File: config.mk
export PLATFORM = sky130hd
export DESIGN_NAME = result_display_driver_flat
export DESIGN_NICKNAME = d
export VERILOG_FILES = /design/src/rtl/result_display_driver_if.sv /design/src/rtl/result_display_driver.sv /design/src/flat_wrapper.sv
export SDC_FILE = /design/constraint.sdc
export NUM_CORES = 1
export LEC_CHECK = 0
export ABC_AREA = 1
export CAP_MARGIN = 20
export CORE_ASPECT_RATIO = 1.25
export CORE_MARGIN = 2
export CORE_UTILIZATION = 60
export DETAILED_ROUTE_END_ITERATION = 16
export PLACE_DENSITY_LB_ADDON = 0.08
export SETUP_SLACK_MARGIN = 0.1
export SYNTH_ARGS = -nofsm -noshare
export SYNTH_HDL_FRONTEND = slang
export SYNTH_SLANG_ARGS = --single-unit
File: constraint.sdc
create_clock -name clk -period 3.1 [get_ports clk]
set_clock_uncertainty 0.2 [all_clocks]
set_input_delay 0.465 -clock clk [delete_from_list [all_inputs] [get_ports clk]]
set_output_delay 0.465 -clock clk [all_outputs]
set_load 0.02 [all_outputs]
File: src/rtl/result_display_driver_if.sv
// Bus between the ALU output mux and the result display driver: capture
// request in, busy status and the multiplexed 7-segment drive out.
interface result_display_driver_if;
    logic       load;
    logic [4:0] result_in;
    logic       signed_mode;
    logic       busy;
    logic [2:0] an;
    logic [6:0] ssd;

    modport master (
        output load, result_in, signed_mode,
        input  busy, an, ssd
    );

    modport slave (
        input  load, result_in, signed_mode,
        output busy, an, ssd
    );
endinterface

File: src/rtl/result_display_driver.sv
// Captures a 5-bit ALU result, converts it to sign + two BCD digits with a
// sequential double-dabble, and scans sign/tens/ones over three 7-seg digits.
// Build option: define LEAD_ZERO_BLANK_EN to blank the tens digit when it is zero.
module result_display_driver #(
    parameter int SCAN_DIV = 1024
) (
    input logic                    clk,
    input logic                    reset_n,
    result_display_driver_if.slave bus
);

    localparam int         PW     = $clog2(SCAN_DIV);
    localparam logic [0:0] S_IDLE = 1'b0;
    localparam logic [0:0] S_CONV = 1'b1;

    logic [0:0]    r_state;
    logic [2:0]    r_cnt;
    logic [12:0]   r_shift;
    logic          r_neg_c;
    logic          r_busy;
    logic [3:0]    r_tens;
    logic [3:0]    r_ones;
    logic          r_neg;
    logic [PW-1:0] r_presc;
    logic [1:0]    r_idx;
    logic [2:0]    r_an;
    logic [6:0]    r_ssd;

    logic          w_neg;
    logic [4:0]    w_mag;
    logic          w_tc;
    logic          w_done;
    logic [PW-1:0] w_presc_nxt;
    logic [1:0]    w_idx_nxt;
    logic [3:0]    w_tens_nxt;
    logic [3:0]    w_ones_nxt;
    logic          w_neg_nxt;
    logic [2:0]    w_an_nxt;
    logic [6:0]    w_ssd_nxt;

    function automatic logic [6:0] f_seg7(input logic [3:0] d);
        case (d)
            4'd0:    f_seg7 = 7'h3F;
            4'd1:    f_seg7 = 7'h06;
            4'd2:    f_seg7 = 7'h5B;
            4'd3:    f_seg7 = 7'h4F;
            4'd4:    f_seg7 = 7'h66;
            4'd5:    f_seg7 = 7'h6D;
            4'd6:    f_seg7 = 7'h7D;
            4'd7:    f_seg7 = 7'h07;
            4'd8:    f_seg7 = 7'h7F;
            4'd9:    f_seg7 = 7'h6F;
            default: f_seg7 = 7'h00;
        endcase
    endfunction

    // Shift register layout: [12:9] tens, [8:5] ones, [4:0] remaining binary.
    function automatic logic [12:0] f_dabble(input logic [12:0] s);
        logic [3:0] t;
        logic [3:0] o;
        t = (s[12:9] >= 4'd5) ? (s[12:9] + 4'd3) : s[12:9];
        o = (s[8:5]  >= 4'd5) ? (s[8:5]  + 4'd3) : s[8:5];
        f_dabble = {t[2:0], o, s[4:0], 1'b0};
    endfunction

    assign w_neg = bus.signed_mode & bus.result_in[4];
    assign w_mag = w_neg ? (~bus.result_in + 5'd1) : bus.result_in;

    // Next scan position and display contents, decoded ahead so the outputs can be registered.
    always_comb begin
        w_tc = (r_presc == PW'(SCAN_DIV - 1));
        if (w_tc) begin
            w_presc_nxt = {PW{1'b0}};
            w_idx_nxt   = (r_idx == 2'd2) ? 2'd0 : (r_idx + 2'd1);
        end else begin
            w_presc_nxt = r_presc + PW'(1);
            w_idx_nxt   = r_idx;
        end
        w_done = (r_state == S_CONV) && (r_cnt == 3'd5);
        if (w_done) begin
            w_tens_nxt = r_shift[12:9];
            w_ones_nxt = r_shift[8:5];
            w_neg_nxt  = r_neg_c;
        end else begin
            w_tens_nxt = r_tens;
            w_ones_nxt = r_ones;
            w_neg_nxt  = r_neg;
        end
        w_an_nxt = 3'b001 << w_idx_nxt;
        case (w_idx_nxt)
            2'd0: w_ssd_nxt = f_seg7(w_ones_nxt);
            2'd1: begin
`ifdef LEAD_ZERO_BLANK_EN
                w_ssd_nxt = (w_tens_nxt == 4'd0) ? 7'h00 : f_seg7(w_tens_nxt);
`else
                w_ssd_nxt = f_seg7(w_tens_nxt);
`endif
            end
            2'd2:    w_ssd_nxt = w_neg_nxt ? 7'h40 : 7'h00;
            default: w_ssd_nxt = 7'h00;
        endcase
    end

    // Capture / convert FSM; one double-dabble iteration per cycle, then hand off.
    always_ff @(posedge clk or negedge reset_n) begin
        if (!reset_n) begin
            r_state <= S_IDLE;
            r_cnt   <= 3'd0;
            r_shift <= 13'd0;
            r_neg_c <= 1'b0;
            r_busy  <= 1'b0;
        end else begin
            case (r_state)
                S_IDLE: begin
                    if (bus.load) begin
                        r_state <= S_CONV;
                        r_cnt   <= 3'd0;
                        r_shift <= {8'h00, w_mag};
                        r_neg_c <= w_neg;
                        r_busy  <= 1'b1;
                    end
                end
                S_CONV: begin
                    if (r_cnt == 3'd5) begin
                        r_state <= S_IDLE;
                        r_busy  <= 1'b0;
                    end else begin
                        r_shift <= f_dabble(r_shift);
                        r_cnt   <= r_cnt + 3'd1;
                    end
                end
                default: begin
                    r_state <= S_IDLE;
                    r_busy  <= 1'b0;
                end
            endcase
        end
    end

    // Display digit registers, free-running scan and registered digit drive.
    always_ff @(posedge clk or negedge reset_n) begin
        if (!reset_n) begin
            r_tens  <= 4'd0;
            r_ones  <= 4'd0;
            r_neg   <= 1'b0;
            r_presc <= {PW{1'b0}};
            r_idx   <= 2'd0;
            r_an    <= 3'b001;
            r_ssd   <= 7'h3F;
        end else begin
            r_tens  <= w_tens_nxt;
            r_ones  <= w_ones_nxt;
            r_neg   <= w_neg_nxt;
            r_presc <= w_presc_nxt;
            r_idx   <= w_idx_nxt;
            r_an    <= w_an_nxt;
            r_ssd   <= w_ssd_nxt;
        end
    end

    assign bus.busy = r_busy;
    assign bus.an   = r_an;
    assign bus.ssd  = r_ssd;

endmodule

File: src/flat_wrapper.sv
// flat-port wrapper written by rule: the top's interface ports become plain ports
module result_display_driver_flat 
#(
    parameter int SCAN_DIV = 1024
)
  (clk, reset_n, bus_load, bus_result_in, bus_signed_mode, bus_busy, bus_an, bus_ssd);
  result_display_driver_if bus_i ();
  input logic clk;
  input logic reset_n;
  input wire logic [$bits(bus_i.load)-1:0] bus_load;
  input wire logic [$bits(bus_i.result_in)-1:0] bus_result_in;
  input wire logic [$bits(bus_i.signed_mode)-1:0] bus_signed_mode;
  output wire logic [$bits(bus_i.busy)-1:0] bus_busy;
  output wire logic [$bits(bus_i.an)-1:0] bus_an;
  output wire logic [$bits(bus_i.ssd)-1:0] bus_ssd;
  assign bus_i.load = bus_load;
  assign bus_i.result_in = bus_result_in;
  assign bus_i.signed_mode = bus_signed_mode;
  assign bus_busy = bus_i.busy;
  assign bus_an = bus_i.an;
  assign bus_ssd = bus_i.ssd;
  result_display_driver #(.SCAN_DIV(SCAN_DIV)) u_core (.clk(clk), .reset_n(reset_n), .bus(bus_i));
endmodule
Word-level counts from Yosys, hierarchy flattened
Memories as Yosys holds them, arrays and structs flattened.
Index checks and enable logic that the tools add are counted.

operators by class
  add/subtract/negate cells = 6
  order comparisons = 2
  eq/ne operators = 8
  shift operators = 1
  multiplexer cells = 23
  bitwise gates (word level) = 3
  reductions and logical operators = 5

operator list
  operator                 count
  $mux W13                 2
  $pmux W13 S2             1
  $pmux W7 S3              1
  $mux W4                  3
  $add A10 B1 Y10 const B  1
  $eq A10 B10 Y1 const B   1
  $mux W10                 1
  $mux W3                  3
  $ge A4 B3 Y1 const B     2
  $mux W7                  1
  $ne A2 B2 Y1 const B     3
  $pmux W3 S2              1
  $reduce_and A2 Y1        3
  $add A5 B1 Y5 const B    1
  $mux W1                  5
  $mux W5                  1
  $not A5 Y5               1
  $add A4 B2 Y4 const B    1
  $eq A2 B2 Y1 const B     2
  $mux W2                  2
  $pmux W1 S2              2
  $add A3 B1 Y3 const B    1
  $add A3 B2 Y3 const B    1
  $eq A3 B3 Y1 const B     1
  other kinds (7)          7

storage, ports and cells
  flip-flop bits (word level) = 50
  bits in read-only memories = 224
  input port bits = 9
  output and inout port bits = 11
  memories = 2

memories
  memory            depth  width  read ports  clocked after memory_dff  wr ports  line                         source
  (name not given)  16     7      1           0                         0         result_display_driver.sv:42  case (d)
  (name not given)  16     7      1           0                         0         result_display_driver.sv:42

Depth between registers and ports, before layout
Gate-level depths: netlist (run 1).

  depth in word-level cells = 5
  gate-level depth with buffers = 15
  gate-level depth less buffers = 14

Least setup slack after synthesis (run 1)
OpenSTA, ideal clock, no wires.

  kind = register to register
  start point = register u_core.r_cnt[0]
  end point = register u_core.r_ssd[3] (netlist: u_core.bus.ssd[3])
  setup time = 60 ps
  arrival = 1,809 ps
  setup slack = 1,031 ps
  stages on the path, launching flop included = 13
  clock period less this slack = 2,069 ps
  cells stage by stage = dfrtp_1 > ha_1 > nand3_2 > buf_4 > nand2_1 > nand2_2 > inv_1 > ha_1 > inv_1 > nor2_1 > o21ai_0 > nand2_1 > nand2_1

between the ends
  word-level cells in the longest chain between the ends = 5
  elaborated cells between the ends (all ways) = 7
  classes of those cells = eq/ne: 1; mux: 3; reduce/logical: 1; memory: 2

RTL lines
  what                           line                          source
  start, declared                result_display_driver.sv:17   logic [2:0] r_cnt;
  start signal, assigned         result_display_driver.sv:129  r_cnt <= r_cnt + 3'd1;
  $eq A3 B3 Y1 *                 result_display_driver.sv:79   w_done = (r_state == S_CONV) && (r_cnt == 3'd5);
  $logic_and A1 B1 Y1 *          result_display_driver.sv:79
  $mux W4                        result_display_driver.sv:80   if (w_done) begin
  $mem_v2 Z16 W7                 -
  $pmux W7 S3 *                  result_display_driver.sv:90   case (w_idx_nxt)
  named net u_core.w_ssd_nxt[3]  result_display_driver.sv:39   logic [6:0] w_ssd_nxt;
  end signal, assigned           result_display_driver.sv:157  r_ssd <= w_ssd_nxt;
  end, declared                  result_display_driver.sv:27   logic [6:0] r_ssd;

Mark *: on every way through the listed nets, which the timed path passes. The rest lies on a longest branch.
A chain may end at the register's enable or synchronous reset.

Worst setup path after layout (run 1)
  start point = register u_core.r_cnt[1]
  end point = register u_core.r_ssd[6] (netlist: u_core.bus.ssd[6])

between the ends
  word-level cells in the longest chain between the ends = 5
  elaborated cells between the ends (all ways) = 9
  classes of those cells = eq/ne: 1; mux: 5; reduce/logical: 1; memory: 2

RTL lines
  what                            line                         source
  $eq A3 B3 Y1                    result_display_driver.sv:79
  $logic_and A1 B1 Y1             result_display_driver.sv:79
  $mux W4                         result_display_driver.sv:80
  named net u_core.w_ones_nxt[0]  result_display_driver.sv:36  logic [3:0] w_ones_nxt;
  $mem_v2 Z16 W7                  -
  $pmux W7 S3                     result_display_driver.sv:90
  named net u_core.w_ssd_nxt[6]   result_display_driver.sv:39

The timed path passes the listed nets, and every way through them passes these cells.

==> results of run 1 <==
[sequential cells by signal, indices dropped and copies added (netlist names)]
| signal | cells |
|---|---|
| u_core.bus.an | 3 |
| u_core.bus.ssd | 7 |
| u_core.r_ones | 4 |
| u_core.r_state | 1 |
| u_core.r_idx | 2 |
| u_core.r_neg | 1 |
| u_core.bus.busy | 1 |
| u_core.r_shift | 13 |
| u_core.r_cnt | 3 |
| u_core.r_presc | 10 |
| u_core.r_tens | 4 |
| u_core.r_neg_c | 1 |
[through the flow]
step	utilization [%]	hold slack [ns]	power, mW	worst slack, ns
2_1_floorplan	-	-0.0306	2.13	1.03
3_3_place_gp	67.1	0.263	2.45	0.617
3_5_place_dp	67.1	0.267	2.50	0.510
4_1_cts	70.4	0.155	3.06	0.487
5_1_grt	71.1	0.301	3.34	0.155
6_report	71.1	0.290	3.04	0.495
[routing by layer]
metal | routed length, um | share of wire, % | vias up
met4 | 123 | 2.5 | 0
li1 | - | - | 1083
met1 | 2150 | 44 | 978
met3 | 123 | 2.5 | 12
met2 | 2460 | 51 | 45
met5 | 0 | 0 | -
[critical path, cell delays in order (launching register included)]
cell and delay [ns]:
dfrtp_1 0.39, inv_1 0.07, ha_1 0.28, nand3_2 0.43, o21ai_4 0.37, inv_1 0.11, ha_1 0.21, inv_1 0.05
nand3_1 0.09, nand2_1 0.07, nor2_1 0.04, nor2_1 0.09, nand2_1 0.06, nand3_1 0.07
[layout make-up]
type                            instances  area (um^2)
Clock buffer                            6         82.6
Clock inverter                          2         60.1
Fill cell                             312         1260
Inverter                               54          203
Multi-Input combinational cell        217         1190
Sequential cell                        50         1260
Tap cell                               58         72.6
Timing Repair Buffer                   23          230
[cell usage in the layout (no fill, tap or decap), types with 2 or more instances in the layout]
cell             instances
clkdlybuf4s50_1         18
nand4_1                  6
clkbuf_8                 6
dfstp_2                  7
bufinv_16                2
nand2_2                  3
a21oi_1                 12
nand3_2                  2
nor2_1                  23
nor3_1                   4
o21ai_2                  4
nand3_1                 13
a21oi_2                  2
nor2_2                   6
inv_2                    3
xor2_1                   5
o211ai_1                 3
buf_4                    2
o21ai_0                 33
inv_1                   51
nand2_1                 77
o22ai_1                  2
dfrtp_1                 43
ha_1                    14
o21ai_4                  2
[where the power goes]
part	leakage [nW]	switching, mW	internal, mW
Clock	0.0714	0.207	0.344
Sequential	0.606	0.145	0.907
Combinational	0.902	0.916	0.524
[cells by family after synthesis]
group	Yosys count	share of synthesized area (%)
xor gates and xnor gates	6	1.96
DFF	50	46.9
and+or+nand+nor	136	22.1
muxes	1	0.420
adders and majority gates	14	6.53
AOI/OAI and AO/OA	60	13.3
buffers and inverters	59	8.76
[worst min-delay path by stage]
stage / startpoint / to / depth (start not counted)
2_1_floorplan: reset_n / u_core.bus.an[1] / 0
3_3_place_gp: u_core.r_shift[3] / u_core.r_shift[3] / 2
3_5_place_dp: u_core.r_shift[3] / u_core.r_shift[3] / 2
4_1_cts: reset_n / u_core.r_presc[9] / 1
5_1_grt: u_core.r_shift[3] / u_core.r_shift[3] / 2
6_report: u_core.r_shift[3] / u_core.r_shift[3] / 2
[what timing repair did]
action / 4_1_cts / 5_1_grt
endpoints found under the hold margin: 0 / 3
hold buffers: 0 / 1
setup endpoints to repair: 0 / 0
==> results.py, run 1 <==
metrics = {
    "status": {
        "status": "finished, final reports clean",
    },
    "drt": {
        "drt_iter0_markers": 91,
        "viasPerCell": 5.17,
        "drtAntennaViolNets": 0,
        "wl_per_cell_um": 11.9,
        "dr_total_vias": 2118,
        "drc": 0,
        "dr.pass1.iters": 4,
        "drt-total-wl_um": 4860,
    },
    "pwr": {
        "p_per_area_nw_per_um2": 982,
        "irDropWorstVdd_v": 0.000749,
        "p_leak_nw": 1.58,
    },
    "finish": {
        "finalNonFillerCells": 410,
        "area_growth_pct": 15.4,
        "layout-drive-gt1-share_pct": 12.5,
        "final_area_um2": 3100,
        "num-nets-final": 374,
        "diodes": 0,
    },
    "floorplanning": {
        "dieArea_um2": 5030,
        "top_level_ports": 20,
        "coreArea_um2": 4360,
        "placementRows": 27,
        "start_util_pct": 61.6,
        "die_h_um": 78.8,
        "die_w_um": 63.8,
    },
    "job": {
        "cap_violations": 0,
    },
    "clock_tree": {
        "clk_pin_slew_worst_paths_ns": 0.09,
        "htreeDepth": 2,
        "ctsRootBufferMaster": "clkbuf_8",
        "cts.sinks": 50,
        "ctsResizeCount": 0,
        "cts_tree": "done",
        "numCtsBuffers": 5,
        "insertion_delay_ns": 0.30,
        "post-cts-setup-buffers": 0,
        "cts_buffer_depth": 2,
    },
    "sta": {
        "final.setup.tns_ns": 0,
        "min_period_ns": 2.60,
        "fin_crit_sh_pct": 84.0,
        "setup_viol": 0,
        "slew_viol_final": 0,
        "rsz0062_at_grt": "no",
        "hold_viol_final": 0,
        "fmax_ghz": 0.384,
        "worst_slew_pin_slew_ns": 0.478,
        "slew_headroom_pct": 68.0,
    },
    "placement": {
        "dpl.hpwl_um": 3610,
        "port-buffer-count": 19,
        "dpl.cell_count": 400,
        "place.gp.congestion": 0.817,
        "place_area_um2": 2920,
    },
    "synthesis": {
        "synth.largest_area_cell": "dfrtp_1",
        "ys_ff_latch": 50,
        "netlist_instances": 326,
        "synth_top_cells_by_area": "dfrtp_1 (40%), nand2_1 (11%), inv_1 (7.1%), dfstp_2 (6.9%), ha_1 (6.5%)",
        "synthTopCellsByCount": "nand2_1 (77), inv_1 (51), dfrtp_1 (43)",
        "synth_cell_type_count": 29,
        "yosysWarnings": 0,
        "synth_top_area_share_pct": 40.1,
        "synth_area_um2": 2680,
        "avgSynthCellArea_um2": 8.23,
        "ys_async_sr_fraction_pct": 100,
        "synth_nets": 349,
        "synth_most_common_cell": "nand2_1",
        "ys_dominant_reg_cell": "dfrtp_1",
        "ys_seq_area_share_pct": 46.9,
        "synth_edf_count": 0,
    },
    "worst_setup_path": {
        "crit_path_start_kind": "flip-flop",
        "required_ns": 3.13,
        "crit_fanout": 21,
        "timing.rr.end": "u_core.bus.ssd[6]",
        "cp.arrival_ns": 2.64,
        "worstSetupPathType": "flip-flop to flip-flop",
        "crit_start": "u_core.r_cnt[1]",
        "rr_worst_depth": 13,
        "worstSetupEndpoint": "u_core.bus.ssd[6]",
        "crit_path_end_kind": "flip-flop",
        "rrSetupSlack_ns": 0.50,
        "timing.rr.start": "u_core.r_cnt[1]",
    },
    "global_routing": {
        "grt_pass1_vias": 2031,
        "grt_pass1_wl_um": 8640,
        "use_met2_pct": 36.7,
        "top_usage_layer": "met2",
        "antenna_found_initial": 0,
        "grt_util_all_layers_pct": 21.6,
        "gr-usage-met1_pct": 27.6,
        "use_met3_pct": 3.40,
        "grt-ovfl-total": 0,
        "grt_max_degree": 47,
    },
    "worst_hold_path": {
        "min_path_type": "flip-flop to flip-flop",
    },
}
No activity file was read; power rests on OpenSTA's default activity.
==> run 2: changes to the inputs <==
--- a/config.mk
+++ b/config.mk
@@ -9,7 +9,7 @@
 export CAP_MARGIN = 20
 export CORE_ASPECT_RATIO = 1.25
 export CORE_MARGIN = 2
-export CORE_UTILIZATION = 60
+export CORE_UTILIZATION = 58
 export DETAILED_ROUTE_END_ITERATION = 16
 export PLACE_DENSITY_LB_ADDON = 0.08
 export SETUP_SLACK_MARGIN = 0.1
==> constraint.sdc (replaced) <==
create_clock -name clk -period 2.5 [get_ports clk]
set_clock_uncertainty 0.2 [all_clocks]
set_input_delay 0.375 -clock clk [delete_from_list [all_inputs] [get_ports clk]]
set_output_delay 0.375 -clock clk [all_outputs]
set_load 0.02 [all_outputs]
==> run 2 against run 1 <==
  * Die area is 3.2% higher
  * Sequential power up 26%
  * Critical endpoint is now u_core.bus.ssd[3]
  * Critical path type unchanged
  * First-iteration DRC count up 36%
  * Highest routed layer unchanged
==> results.py, run 2 (synthesis gave the netlist of run 1 again) <==
metrics = {
    "drt": {
        "dr.pass1.iters": 4,
        "drt_iter0_markers": 124,
        "viasPerCell": 5.18,
        "drt-total-wl_um": 5160,
        "dr_total_vias": 2166,
        "drtAntennaViolNets": 0,
        "drc": 0,
        "wl_per_cell_um": 12.4,
    },
    "sta": {
        "min_period_ns": 2.27,
        "fin_crit_sh_pct": 90.8,
        "hold_viol_final": 0,
        "whs_ns": 0.283,
        "fmax_ghz": 0.441,
        "worst_slew_pin_slew_ns": 0.383,
        "rsz0062_at_grt": "no",
        "worst_slack_ns": 0.230,
        "setup_viol": 0,
        "slew_headroom_pct": 74.5,
        "slew_viol_final": 0,
        "final.setup.tns_ns": 0,
    },
    "clock_tree": {
        "ctsRootBufferMaster": "clkbuf_8",
        "cts_tree": "done",
        "numCtsBuffers": 5,
        "insertion_delay_ns": 0.30,
        "htreeDepth": 2,
        "clk_pin_slew_worst_paths_ns": 0.08,
        "cts_buffer_depth": 2,
        "cts.sinks": 50,
    },
    "worst_setup_path": {
        "timing.rr.end": "u_core.bus.ssd[3]",
        "critPathMostFrequentCell": "nand2_1",
        "rr_worst_depth": 11,
        "crit_fanout": 15,
        "worstSetupPathType": "flip-flop to flip-flop",
        "slowest_stage": "dfrtp_1",
        "cp.arrival_ns": 2.32,
        "crit_path_end_kind": "flip-flop",
        "crit_family": "simple AND/OR/NAND/NOR gates",
        "slowest_delay_ns": 0.43,
        "timing.rr.start": "u_core.r_cnt[0]",
        "path_cells": "ha_1 -> nand3_4 -> nand2_1 -> nand2_2 -> inv_1 -> ha_1 -> inv_1 -> nor2_1 -> o21ai_0 -> nand2_1 -> nand2_1",
        "crit_buf_inv": 2,
        "required_ns": 2.55,
        "rrSetupSlack_ns": 0.23,
        "crit_path_start_kind": "flip-flop",
    },
    "global_routing": {
        "grt_pass1_wl_um": 9120,
        "grt_pass1_vias": 2135,
        "grt-ovfl-total": 0,
        "grt_max_degree": 19,
        "antenna_found_initial": 0,
        "grt_util_all_layers_pct": 22.8,
    },
    "floorplanning": {
        "coreArea_um2": 4430,
        "dieArea_um2": 5190,
        "die_w_um": 64.8,
        "start_util_pct": 60.6,
        "top_level_ports": 20,
        "die_h_um": 80.1,
        "placementRows": 27,
    },
    "finish": {
        "mostFrequentLayoutCell": "nand2_1",
        "final_core_util_pct": 70.5,
        "finalNonFillerCells": 418,
        "multi_input_area_um2": 1200,
        "fill_cells": 348,
        "diodes": 0,
        "area_growth_pct": 16.2,
        "largest_reg_flops": 13,
        "seq_area_um2": 1260,
        "top_register": "u_core.r_shift",
        "final_cell_mix": "nand2_1 (77), inv_1 (51), dfrtp_1 (43), o21ai_0 (33), nor2_1 (23)",
        "final_area_um2": 3120,
        "num-nets-final": 382,
        "layout-drive-gt1-share_pct": 14.4,
    },
    "job": {
        "cap_violations": 0,
    },
    "pwr": {
        "finalPower_mw": 3.76,
        "p_per_area_nw_per_um2": 1210,
        "p_leak_nw": 1.60,
        "irDropWorstVdd_v": 0.000755,
    },
    "placement": {
        "place_ws_ns": 0.122,
        "place.gp.congestion": 0.830,
        "dpl.hpwl_um": 3920,
        "dpl.cell_count": 405,
        "port-buffer-count": 19,
        "place_area_um2": 2960,
    },
    "worst_hold_path": {
        "hold_depth": 2,
        "min_path_type": "flip-flop to flip-flop",
        "hold-path-endpoint": "u_core.r_shift[2]",
        "hp-start": "u_core.r_shift[2]",
    },
    "status": {
        "status": "finished, final reports clean",
    },
}
-- run 2: changes by cell type in the layout (fill, tap and decap cells not counted), sizes merged --
cell | previous run | this run
buf | 4 | 12
bufinv | 2 | 1
clkinv | 0 | 2
clkbuf | 6 | 5
-- run 2: how the worst max path moves through the flow --
stage | start | end | slack (ns) | cells past startpoint
finish | u_core.r_cnt[0] | u_core.bus.ssd[3] | 0.23 | 11
global route | u_core.r_cnt[0] | u_core.bus.ssd[3] | 0.1 | 11
CTS | u_core.r_cnt[0] | u_core.bus.ssd[3] | 0.20 | 11
detailed placement | u_core.r_cnt[1] | u_core.bus.ssd[6] | 0.12 | 13
global placement | u_core.r_cnt[1] | u_core.bus.ssd[3] | 0.24 | 11
floorplan | u_core.r_cnt[0] | u_core.bus.ssd[3] | 0.43 | 12
-- run 2: area by class of cell --
cell class	instances	area share, %
clock buffers	5	2.21
clock inverters	3	1.28
inverters	54	6.50
multi-input cells	217	38.4
flip-flops and latches	50	40.4
well taps	58	2.33
repair buffers	31	8.91
-- run 2: what timing repair did --
action,in CTS,in global routing
resized for setup,1,0
hold buffers,1,0
pin swaps,0,0
endpoints found under the hold margin,9,0
setup buffers,0,4
cloned,0,0
endpoints found under the setup margin,2,2
-- run 2: worst register-to-register path, cell delays in order (launching register included) --
cell and delay, ns:
dfrtp_1 0.43, ha_1 0.25, nand3_4 0.21, nand2_1 0.10
nand2_2 0.15, inv_1 0.09, ha_1 0.29, inv_1 0.07
nor2_1 0.04, o21ai_0 0.22, nand2_1 0.09, nand2_1 0.07
-- run 2: layer usage --
layer / up-vias / global-route usage [%] / routed length, um
met2: 48 / 40.2 / 2690
li1: 1103 / - / -
met5: - / 0 / 0
met1: 1006 / 27.3 / 2210
met4: 0 / 8.51 / 77
met3: 9 / 4.62 / 184
-- run 2: where the power goes --
part	internal [mW]	leakage [nW]	switching, mW	total (mW)
registers	1.12	0.606	0.198	1.32
logic	0.708	0.933	1.18	1.88
clock network	0.295	0.0579	0.262	0.556
total	2.13	1.60	1.64	3.76
==> run 3: changes to the inputs <==
--- a/config.mk
+++ b/config.mk
@@ -8,9 +8,9 @@
 export ABC_AREA = 1
 export CAP_MARGIN = 20
 export CORE_ASPECT_RATIO = 1.25
-export CORE_MARGIN = 2
 export CORE_UTILIZATION = 58
 export DETAILED_ROUTE_END_ITERATION = 16
+export HOLD_SLACK_MARGIN = 0.06
 export PLACE_DENSITY_LB_ADDON = 0.08
 export SETUP_SLACK_MARGIN = 0.1
 export SYNTH_ARGS = -nofsm -noshare
==> run 3 against run 2 <==
  * Hold slack gained 0.014 ns
  * Sequential share of layout area grew 0.15 points
  * Non-clock buffer count shrank 1
  * Via count shrank 1.5%
  * Routed wire length shrank 4.3%
  * Largest power group unchanged
==> results.py, run 3 (synthesis gave the netlist of run 1 again) <==
metrics = {
    "placement": {
        "dpl.cell_count": 405,
        "port-buffer-count": 19,
        "dpl.hpwl_um": 3790,
        "place.gp.congestion": 0.841,
    },
    "finish": {
        "num-nets-final": 381,
        "mostFrequentLayoutCell": "nand2_1",
        "top_register": "u_core.r_shift",
        "diodes": 0,
        "finalNonFillerCells": 417,
        "fill_cells": 360,
        "largest_reg_flops": 13,
        "area_growth_pct": 15.8,
        "multi_input_area_um2": 1200,
        "final_cell_mix": "nand2_1 (77), inv_1 (51), dfrtp_1 (43), o21ai_0 (33), nor2_1 (23)",
        "layout-drive-gt1-share_pct": 14.2,
        "seq_area_um2": 1260,
    },
    "sta": {
        "final.setup.tns_ns": 0,
        "worst_slew_pin_slew_ns": 0.539,
        "hold_viol_final": 0,
        "rsz0062_at_grt": "no",
        "slew_headroom_pct": 64.1,
        "slew_viol_final": 0,
        "setup_viol": 0,
        "min_period_ns": 2.19,
        "fin_crit_sh_pct": 87.5,
        "fmax_ghz": 0.457,
    },
    "drt": {
        "drtAntennaViolNets": 0,
        "wl_per_cell_um": 11.8,
        "dr_total_vias": 2133,
        "drc": 0,
        "drt-total-wl_um": 4940,
        "drt_iter0_markers": 110,
        "dr.pass1.iters": 4,
        "viasPerCell": 5.12,
    },
    "worst_setup_path": {
        "path_cells": "inv_1 -> ha_1 -> nand3_4 -> o21ai_4 -> inv_1 -> ha_1 -> inv_1 -> nand3_1 -> nand2_1 -> nor2_1 -> nor2_1 -> nand2_1 -> nand3_1",
        "crit_path_end_kind": "flip-flop",
        "crit_fanout": 11,
        "crit_family": "simple AND/OR/NAND/NOR gates",
        "slowest_delay_ns": 0.39,
        "cp.arrival_ns": 2.22,
        "crit_buf_inv": 3,
        "worstSetupPathType": "flip-flop to flip-flop",
        "crit_path_start_kind": "flip-flop",
        "required_ns": 2.53,
        "slowest_stage": "dfrtp_1",
        "critPathMostFrequentCell": "inv_1",
    },
    "global_routing": {
        "grt_max_degree": 25,
        "grt_pass1_vias": 2089,
        "grt_pass1_wl_um": 9000,
        "antenna_found_initial": 0,
        "grt_util_all_layers_pct": 23.3,
        "grt-ovfl-total": 0,
    },
    "job": {
        "cap_violations": 0,
    },
    "pwr": {
        "irDropWorstVdd_v": 0.000753,
        "p_per_area_nw_per_um2": 1190,
        "p_leak_nw": 1.59,
    },
    "clock_tree": {
        "cts.sinks": 50,
        "cts_buffer_depth": 2,
        "clk_pin_slew_worst_paths_ns": 0.09,
        "ctsRootBufferMaster": "clkbuf_8",
        "htreeDepth": 2,
        "numCtsBuffers": 5,
        "insertion_delay_ns": 0.30,
        "cts_tree": "done",
    },
    "floorplanning": {
        "dieArea_um2": 4900,
        "top_level_ports": 20,
        "coreArea_um2": 4430,
        "die_w_um": 62.8,
        "start_util_pct": 60.6,
        "die_h_um": 78.1,
        "placementRows": 27,
    },
    "status": {
        "status": "finished, final reports clean",
    },
    "worst_hold_path": {
        "min_path_type": "flip-flop to flip-flop",
    },
}
==> run 3: changes by cell type in the layout (fill, tap and decap cells not counted), sizes merged <==
cell    before  now
clkbuf       5    7
buf         12   11
bufinv       1    0
clkinv       2    1
==> run 3: area by class of cell <==
cell class	instances	area share, %
clock buffers	7	3.10
flip-flops and latches	50	40.6
multi-input cells	217	38.5
clock inverters	1	0.282
repair buffers	30	8.70
well taps	58	2.34
inverters	54	6.52
==> run 3: metrics by stage <==
| stage | setup WS [ns] | hold slack, ns | util [%] | area (um^2) | power (mW) |
|---|---|---|---|---|---|
| CTS | 0.139 | 0.302 | 69.5 | 3080 | 3.67 |
| finish | 0.312 | 0.297 | 70.2 | 3110 | 3.68 |
| global route | 0.118 | 0.330 | 70.2 | 3110 | 4.02 |
| global placement | 0.259 | 0.181 | 66.9 | 2960 | 3.10 |
| floorplan | 0.431 | -0.121 | - | 2680 | 2.64 |
| detailed placement | 0.183 | 0.183 | 66.9 | 2960 | 3.14 |
==> run 3: worst reg2reg max path: cells and delay by family (launching register included) <==
kind | cells | cell delay [ns]
DFF | 1 | 0.39
adders and majority gates | 2 | 0.42
AOI/OAI and AO/OA | 1 | 0.26
buffers and inverters | 3 | 0.23
and+or+nand+nor | 7 | 0.61
==> run 3: what timing repair did <==
| action | CTS | global route |
|---|---|---|
| endpoints found under the setup margin | 0 | 5 |
| hold endpoints to repair | 22 | 0 |
| setup buffers | 0 | 3 |
| hold buffers | 1 | 0 |
| gates resized for setup | 0 | 1 |
==> run 3: worst paths after layout <==
kind	slack, ns	start	to	cells past startpoint
min in group asynchronous	0.38	reset_n	u_core.r_presc[5]	2
worst min register to register	0.30	u_core.r_presc[9]	u_core.r_presc[9]	1
worst max-delay path	0.31	u_core.r_cnt[1]	u_core.bus.ssd[6]	13
worst max register to register	0.31	u_core.r_cnt[1]	u_core.bus.ssd[6]	13
max in group asynchronous	1.06	reset_n	u_core.bus.ssd[0]	3
worst min-delay path	0.30	u_core.r_presc[9]	u_core.r_presc[9]	1
==> run 3: power by group <==
| group | switching [mW] | leakage [nW] | internal [mW] | total, mW |
|---|---|---|---|---|
| Sequential | 0.183 | 0.606 | 1.12 | 1.31 |
| Clock | 0.260 | 0.0544 | 0.254 | 0.513 |
| Combinational | 1.15 | 0.930 | 0.712 | 1.86 |
==> run 3: layer usage <==
layer / vias up / GRT usage (%) / part of all wire, %
met5: - / 0 / 0
met3: 9 / 4.22 / 3.0
met4: 0 / 10.0 / 1.8
met2: 47 / 39.9 / 50
li1: 1097 / - / -
met1: 980 / 28.7 / 45
